$ cat config.mk
export PLATFORM = sky130hd
export DESIGN_NAME = seq_shift_add_mult
export DESIGN_NICKNAME = d
export VERILOG_FILES = /design/src/rtl/mult_pkg.sv /design/src/rtl/fulladder.sv /design/src/rtl/ripple_adder.sv /design/src/rtl/seq_shift_add_mult.sv
export SDC_FILE = /design/constraint.sdc
export NUM_CORES = 1
export LEC_CHECK = 0
export ABC_AREA = 1
export CAP_MARGIN = 20
export CELL_PAD_IN_SITES_DETAIL_PLACEMENT = 0
export CELL_PAD_IN_SITES_GLOBAL_PLACEMENT = 1
export CORE_MARGIN = 3
export CORE_UTILIZATION = 37
export DETAILED_ROUTE_END_ITERATION = 6
export PLACE_DENSITY = 0.73
export SLEW_MARGIN = 40
export SYNTH_ARGS = -nofsm -noshare
export SYNTH_HDL_FRONTEND = slang
export SYNTH_SLANG_ARGS = --single-unit
$ cat constraint.sdc
create_clock -name clk -period 3.71 [get_ports clk]
set_input_delay 0.742 -clock clk [delete_from_list [all_inputs] [get_ports clk]]
set_output_delay 0.742 -clock clk [all_outputs]
set_load 0.01 [all_outputs]
$ cat src/rtl/mult_pkg.sv
// Shared types and helpers for the sequential shift-and-add multiplier.
package mult_pkg;

    localparam int unsigned MAX_W = 64;

    typedef enum logic [1:0] {
        IDLE = 2'd0,
        RUN  = 2'd1,
        DONE = 2'd2
    } state_t;

    // Magnitude of the low w bits of x; the most negative value maps to 2^(w-1) exactly.
    function automatic logic [MAX_W-1:0] abs_w(input logic [MAX_W-1:0] x, input logic sgn,
                                               input int unsigned w);
        logic [MAX_W-1:0] mask;
        logic [MAX_W-1:0] sign_sh;
        mask    = (w >= MAX_W) ? '1 : ((MAX_W'(1) << w) - MAX_W'(1));
        sign_sh = x >> (w - 1);
        if (sgn && sign_sh[0]) begin
            return (~x + MAX_W'(1)) & mask;
        end
        return x & mask;
    endfunction

endpackage

$ cat src/rtl/fulladder.sv
// One-bit full adder cell.
module fulladder (
    input  logic a,
    input  logic b,
    input  logic cin,
    output logic sum,
    output logic cout
);

    assign sum  = a ^ b ^ cin;
    assign cout = (a & b) | (cin & (a ^ b));

endmodule

$ cat src/rtl/ripple_adder.sv
// N-bit ripple-carry adder with carry-out, chained from full adder cells.
module ripple_adder #(
    parameter int unsigned N = 8
) (
    input  logic [N-1:0] a,
    input  logic [N-1:0] b,
    input  logic         cin,
    output logic [N-1:0] sum,
    output logic         cout
);

    logic [N:0] carry;

    assign carry[0] = cin;

    for (genvar i = 0; i < N; i++) begin : g_bit
        fulladder u_fa (
            .a   (a[i]),
            .b   (b[i]),
            .cin (carry[i]),
            .sum (sum[i]),
            .cout(carry[i+1])
        );
    end

    assign cout = carry[N];

endmodule

$ cat src/rtl/seq_shift_add_mult.sv
// Sequential shift-and-add multiplier: one partial product per cycle, signed via
// magnitudes plus a final conditional negate.
module seq_shift_add_mult
    import mult_pkg::*;
#(
    parameter int unsigned WIDTH = 8,
    localparam int unsigned CNT_W = $clog2(WIDTH + 1)
) (
    input  logic                 clk,
    input  logic                 rst_n,
    input  logic                 in_valid,
    output logic                 in_ready,
    input  logic [WIDTH-1:0]     a,
    input  logic [WIDTH-1:0]     b,
    input  logic                 is_signed,
    output logic                 out_valid,
    input  logic                 out_ready,
    output logic [2*WIDTH-1:0]   product
);

    localparam logic [CNT_W-1:0] LAST = CNT_W'(WIDTH);

    state_t              state;
    logic [WIDTH-1:0]    mcand;
    logic [WIDTH-1:0]    mplier;
    logic                neg;
    logic [2*WIDTH-1:0]  acc;
    logic [CNT_W-1:0]    cnt;

    logic [WIDTH:0]      add_a;
    logic [WIDTH:0]      add_b;
    logic [WIDTH:0]      add_sum;
    logic                add_cout;
    logic [2*WIDTH-1:0]  acc_d;
    logic [WIDTH-1:0]    mplier_d;

    // Adding {mcand,0} into acc[2W-1:W-1] weights mcand at 2^W; bit 0 of the sum is acc[W-1].
    assign add_a = acc[2*WIDTH-1:WIDTH-1];
    assign add_b = mplier[0] ? {mcand, 1'b0} : '0;

    ripple_adder #(
        .N(WIDTH + 1)
    ) u_add (
        .a   (add_a),
        .b   (add_b),
        .cin (1'b0),
        .sum (add_sum),
        .cout(add_cout)
    );

    always_comb begin
        acc_d    = '0;
        mplier_d = '0;
        {acc_d, mplier_d} = {add_cout, add_sum, acc[WIDTH-2:0], mplier[WIDTH-1:1]};
    end

    always_ff @(posedge clk or negedge rst_n) begin
        if (!rst_n) begin
            state     <= IDLE;
            in_ready  <= 1'b1;
            out_valid <= 1'b0;
            product   <= '0;
            mcand     <= '0;
            mplier    <= '0;
            neg       <= 1'b0;
            acc       <= '0;
            cnt       <= '0;
        end else begin
            case (state)
                IDLE: begin
                    if (in_valid) begin
                        mcand    <= WIDTH'(abs_w(MAX_W'(a), is_signed, WIDTH));
                        mplier   <= WIDTH'(abs_w(MAX_W'(b), is_signed, WIDTH));
                        neg      <= is_signed & (a[WIDTH-1] ^ b[WIDTH-1]);
                        acc      <= '0;
                        cnt      <= '0;
                        state    <= RUN;
                        in_ready <= 1'b0;
                    end
                end
                RUN: begin
                    if (cnt == LAST) begin
                        // A zero magnitude is never negated, so no -0 can appear.
                        product   <= (neg && (acc != '0)) ? -acc : acc;
                        out_valid <= 1'b1;
                        state     <= DONE;
                    end else begin
                        acc    <= acc_d;
                        mplier <= mplier_d;
                        cnt    <= cnt + 1'b1;
                    end
                end
                DONE: begin
                    if (out_ready) begin
                        out_valid <= 1'b0;
                        in_ready  <= 1'b1;
                        state     <= IDLE;
                    end
                end
                default: begin
                    state     <= IDLE;
                    in_ready  <= 1'b1;
                    out_valid <= 1'b0;
                end
            endcase
        end
    end

endmodule
* Word-level counts from Yosys, hierarchy flattened *
Cells that the tools add are included.

storage, ports and cells
  bits in registers = 57
  input bits = 21
  output and inout port bits = 18
  logic and storage cells = 111

operators by class
  $add $sub $neg = 4
  equality and inequality tests = 7
  mux-type cells = 31
  bitwise operators = 48
  reduce and logical (&&, ||, !) cells = 12

operator list
  kind                 number
  $mux 16              3
  $mux 8               6
  $pmux 16 s2          1
  $and 1x1->1          18
  $xor 1x1->1          18
  $add 8x1->8 const B  2
  $neg 16->16          1
  $not 8->8            2
  $pmux 8 s2           1
  $reduce_bool 16->1   1
  $reduce_and 3->1     4
  $mux 1               10
  $mux 9               1
  $mux 4               2
  $ne 2x2->1 const B   4
  $or 1x1->1           8
  $pmux 4 s2           1
  $mux 2               3
  $pmux 1 s3           2
  $pmux 2 s3           1
  $add 4x1->4 const B  1
  $eq 4x4->1 const B   1
  $reduce_and 2->1     2
  $logic_and 1x1->1    3
  other kinds (5)      6

* Longest topological paths before layout *
  depth after elaboration = 20
  mapped depth = 15

* Cells and area by module *
A second synthesis with hierarchy kept.

second synthesis, totals
  cells, all modules = 431
  area total of the unflattened synthesis = 3,329.4 µm²

by module, submodules not included
  module              times used  cells an instance  area an instance (µm²)
  seq_shift_add_mult  1           422                3,149.3
  fulladder           9           1                  20.0

* Worst setup path before layout *
No wires, ideal clock.

  path type = reg-to-reg
  from = register mplier[0]
  to = register acc[14]
  library setup time = 133 ps
  arrival = 3,473 ps
  path slack = 104 ps
  cell stages (with the launch flop) = 16
  clock period less this slack = 3,606 ps
  path through = dfrtp_1 > clkbuf_1 > nand2_1 > inv_1 > ha_1 > inv_1 > fa_1 > fa_1 > fa_1 > fa_1 > fa_1 > inv_1 > fa_1 > inv_1 > fa_1 > o22ai_1

between the ends
  word-level cells in the longest chain between the ends = 19
  elaborated cells on any way between the ends = 33
  those cells by class = mux: 3; bitwise: 30

ends and longest elaborated chain
  what                    line                      source
  start, declared         seq_shift_add_mult.sv:25  logic [WIDTH-1:0] mplier;
  start signal, assigned  seq_shift_add_mult.sv:73  mplier <= WIDTH'(abs_w(MAX_W'(b), is_signed, WIDTH));
  start signal, assigned  seq_shift_add_mult.sv:89  mplier <= mplier_d;
  $mux 9 *                seq_shift_add_mult.sv:39  assign add_b = mplier[0] ? {mcand, 1'b0} : '0;
  $xor 1x1->1             fulladder.sv:11           assign cout = (a & b) | (cin & (a ^ b));
  $and 1x1->1             fulladder.sv:11
  $or 1x1->1              fulladder.sv:11
  $and 1x1->1             fulladder.sv:11
  $or 1x1->1              fulladder.sv:11
  $and 1x1->1             fulladder.sv:11
  $or 1x1->1              fulladder.sv:11
  (+3 left out)           -
  $or 1x1->1              fulladder.sv:11
  $and 1x1->1             fulladder.sv:11
  $or 1x1->1              fulladder.sv:11
  $and 1x1->1             fulladder.sv:11
  $or 1x1->1              fulladder.sv:11
  $xor 1x1->1 *           fulladder.sv:10           assign sum = a ^ b ^ cin;
  $mux 16 *               seq_shift_add_mult.sv:82  if (cnt == LAST) begin
  $pmux 16 s2 *           seq_shift_add_mult.sv:69  case (state)
  end signal, assigned    seq_shift_add_mult.sv:66  acc <= '0;
  end signal, assigned    seq_shift_add_mult.sv:75  acc <= '0;
  end signal, assigned    seq_shift_add_mult.sv:88  acc <= acc_d;
  end, declared           seq_shift_add_mult.sv:27  logic [2*WIDTH-1:0] acc;

Every way passes the cells marked *; elsewhere a longest branch is shown, timed or not. The select of a mux whose other input is x is not followed.
A chain may end at the register's enable or synchronous reset.

* Final worst setup path *
  from = register acc[8]
  to = register acc[14]

between the ends
  word-level cells in the longest chain between the ends = 18
  elaborated cells on any way between the ends = 19
  those cells by class = mux: 2; bitwise: 17

ends and longest elaborated chain
  what           line
  $xor 1x1->1    fulladder.sv:11
  $and 1x1->1    fulladder.sv:11
  $or 1x1->1 *   fulladder.sv:11
  $and 1x1->1 *  fulladder.sv:11
  $or 1x1->1 *   fulladder.sv:11
  $and 1x1->1 *  fulladder.sv:11
  $or 1x1->1 *   fulladder.sv:11
  $and 1x1->1 *  fulladder.sv:11
  (+2 left out)  -
  $or 1x1->1 *   fulladder.sv:11
  $and 1x1->1 *  fulladder.sv:11
  $or 1x1->1 *   fulladder.sv:11
  $and 1x1->1 *  fulladder.sv:11
  $or 1x1->1 *   fulladder.sv:11
  $xor 1x1->1 *  fulladder.sv:10
  $mux 16 *      seq_shift_add_mult.sv:82
  $pmux 16 s2 *  seq_shift_add_mult.sv:69

Marked as above.

==> run_results.csv <==
group,metric,value,unit
outcome,status,"finished, final reports clean",
grt,grt_overflow_total,0,
synth,synth_seq_cells,57,
synth,synth.top_cell.area_share,0.426,
placement,dp_cells,549,
timing,grt_setup_unrepaired,"false",
routing,wire_per_inst,12.4,µm
critical_path,cp_cell_sequence,"ha_1 > inv_1 > fa_1 > fa_1 > fa_1 > fa_1 > fa_1 > inv_1 > fa_1 > inv_1 > fa_1 > o22ai_1",
routing,first_iter_violations,112,
critical_path,r2r_setup_slack,140,ps
grt,grt_pass1_wl,12.5,mm
routing,drc_errors,0,
synth,synth_fp_nets,451,
final_layout,fin_cells,565,
floorplanning,rows,33,
critical_path,path_class,"reg2reg",
synth,synthFlopType,"dfrtp_1",
synth,netlist_instances,417,
routing,viasPerCell,4.77,
power,power_per_cell_area,784,nW/µm²
grt,grt_antenna_before_repair,0,
power,leakage,1.89,nW
power,power,3.06,mW
synth,synth_largest_area_cell,"dfrtp_1",
timing,min_period,3570,ps
timing,fmax,0.280,GHz
power,combPwrFrac,0.467,
floorplanning,die-area,10100,µm²
timing,hold_viol_final,0,
cts,post_cts_buffers,0,
synth,synth.area.top_cells,"dfrtp_1 (43%), nand2_1 (14%), inv_1 (5.2%), nand3_1 (4.6%), nor2_1 (4.3%)",
critical_path,r2r-end,"acc[14]$_DFFE_PN0P_",
floorplanning,core,8420,µm²
timing,finalCritPeriodShare,0.963,
critical_path,crit_arrival,3780,ps
power,clock_power_share,0.167,
timing,setup_tns,0,ps
synth,syn-mean-instance-area,7.89,µm²
final_layout,diodes,0,
synth,synth-edff-count,0,
power,p_sw_frac,0.417,
run,cap_violations,0,
power,p_sw,1.28,mW
critical_path,cpMostUsedCell,"fa_1",
power,vdd_drop_max,257,µV
critical_path,startpoint_type,"flip-flop",
routing,drtAntennaViolNets,0,
timing,tightest_slew,719,ps
critical_path,slowest_stage,"fa_1",
cts,postCtsHoldBufs,0,
power,power.internal,1.79,mW
timing,fin_worst_skew,12.2,ps
cts,clock_path_buffers,2,
final_layout,area_growth,18.7,%
synth,netlist_top_cells_count,"nand2_1 (119), dfrtp_1 (56), inv_1 (46)",
critical_path,reg2reg_from,"acc[8]$_DFFE_PN0P_",
critical_path,critPathCaptureType,"flip-flop",
timing,drv_slew,0,
cts,cts_resized,0,
routing,vias,2696,
critical_path,cp.required,3920,ps
placement,io_buffer_count,38,
timing,setup_viol,0,
hold_path,hold_class,"in2async",
cts,cts_made_buffers,9,
final_layout,drive_gt1_frac,0.0761,
floorplanning,io_pins,39,
floorplanning,initial_core_util,0.391,
synth,ys_warn_count,0,
placement,gp_congestion,0.871,
critical_path,rr_worst_depth,12,
routing,wirelength,6.98,mm
placement,place_ws,161,ps
grt,grt_pass1_vias,2676,
timing,layout_setup_ws,139,ps
grt,grt_start_max_net_pins,45,
final_layout,nets,489,
routing,firstDrtPassIters,4,
floorplanning,fp.dieH,100,µm
synth,synth_most_common_cell,"nand2_1",
timing,slew_headroom,0.520,
cts,path_clk_slew,60,ps
grt,grtUsageTotal,0.154,
placement,hpwlAfterDp,5.18,mm
power,seqPwrFrac,0.365,
cts,clk_latency,330,ps
synth,async_flop_share,1.00,
synth,syn-cell-area,3290,µm²
cts,clock-root-buffer,"clkbuf_8",
critical_path,worst_path_largest_cell_delay,490,ps
synth,ys_types,35,
cts,htreeDepth,3,
synth,ys_seq_area_frac,0.434,
cts,clock_sinks,57,
critical_path,critPathMaxFanout,5,
cts,cts_tree,"done",
floorplanning,die-width,100,µm
[metrics by stage]
stage          hold WS (ps)  cell area (µm²)   util
3_5_place_dp            460             3730  0.443
5_1_grt                 420             3900  0.463
6_report                390             3900  0.463
4_1_cts                 398             3900  0.463
2_1_floorplan           446             3290      -
3_3_place_gp            452             3730  0.443
[metal layers]
metal | vias up | track usage | routed length (µm)
met5 | - | 0 | 0
met4 | 0 | 0.0549 | 133
met3 | 12 | 0.0410 | 298
met2 | 56 | 0.239 | 3050
met1 | 1216 | 0.209 | 3500
li1 | 1412 | - | -
[state kept, by name (all words and copies together), names as in the netlist]
signal and count:
mplier 8, acc 16, mcand 8, out_valid 1, neg 1, state 2, product 16, in_ready 1
cnt 4
[critical path, delay by kind of cell (launching register included)]
family                     cells  cell delay (ps)
AOI/OAI and AO/OA              1               80
buffers and inverters          3              160
adders and majority gates      8             2760
DFF                            1              430
[worst max path at each step]
| stage | startpoint | endpoint | slack (ps) | cells after the start |
|---|---|---|---|---|
| 2_1_floorplan | mplier[0]$_DFFE_PN0P_ | acc[14]$_DFFE_PN0P_ | 100 | 15 |
| 3_3_place_gp | acc[8]$_DFFE_PN0P_ | acc[14]$_DFFE_PN0P_ | 230 | 12 |
| 3_5_place_dp | acc[8]$_DFFE_PN0P_ | acc[14]$_DFFE_PN0P_ | 160 | 12 |
| 4_1_cts | acc[8]$_DFFE_PN0P_ | acc[14]$_DFFE_PN0P_ | 150 | 12 |
| 5_1_grt | acc[8]$_DFFE_PN0P_ | acc[14]$_DFFE_PN0P_ | 6 | 12 |
| 6_report | acc[8]$_DFFE_PN0P_ | acc[14]$_DFFE_PN0P_ | 140 | 12 |
[kinds of logic after synthesis]
logic type / after synthesis / share of synthesized area
simple gates: 214 / 0.289
buf+inv: 65 / 0.0841
fa+ha+maj: 13 / 0.0654
flops: 57 / 0.434
compound gates: 59 / 0.103
xor+xnor: 9 / 0.0240
[area by class of cell]
class	count	area, µm²
fill	885	4520
multi-input combinational	295	1590
sequential	57	1430
timing repair buffer	40	393
inverter	52	195
clock buffer	15	166
tap	105	131
clock inverter	1	5.00
[power groups by stage]
stage          logic, mW  registers [mW]  clock network, mW
2_1_floorplan       1.03            1.11                  0
3_3_place_gp        1.42            1.12                  0
3_5_place_dp        1.45            1.13                  0
4_1_cts             1.45            1.12              0.534
5_1_grt             1.65            1.17              0.561
6_report            1.43            1.12              0.512
[cell usage in the layout, fill, tap and decap left out, types with 11 or more instances in the layout]
cell type        count
a21oi_1             11
clkbuf_8            11
clkdlybuf4s50_1     37
dfrtp_1             56
inv_1               46
nand2_1            119
nand3_1             30
nor2_1              38
o21ai_0             22
o22ai_1             14
No activity file was read; power rests on OpenSTA's default activity.
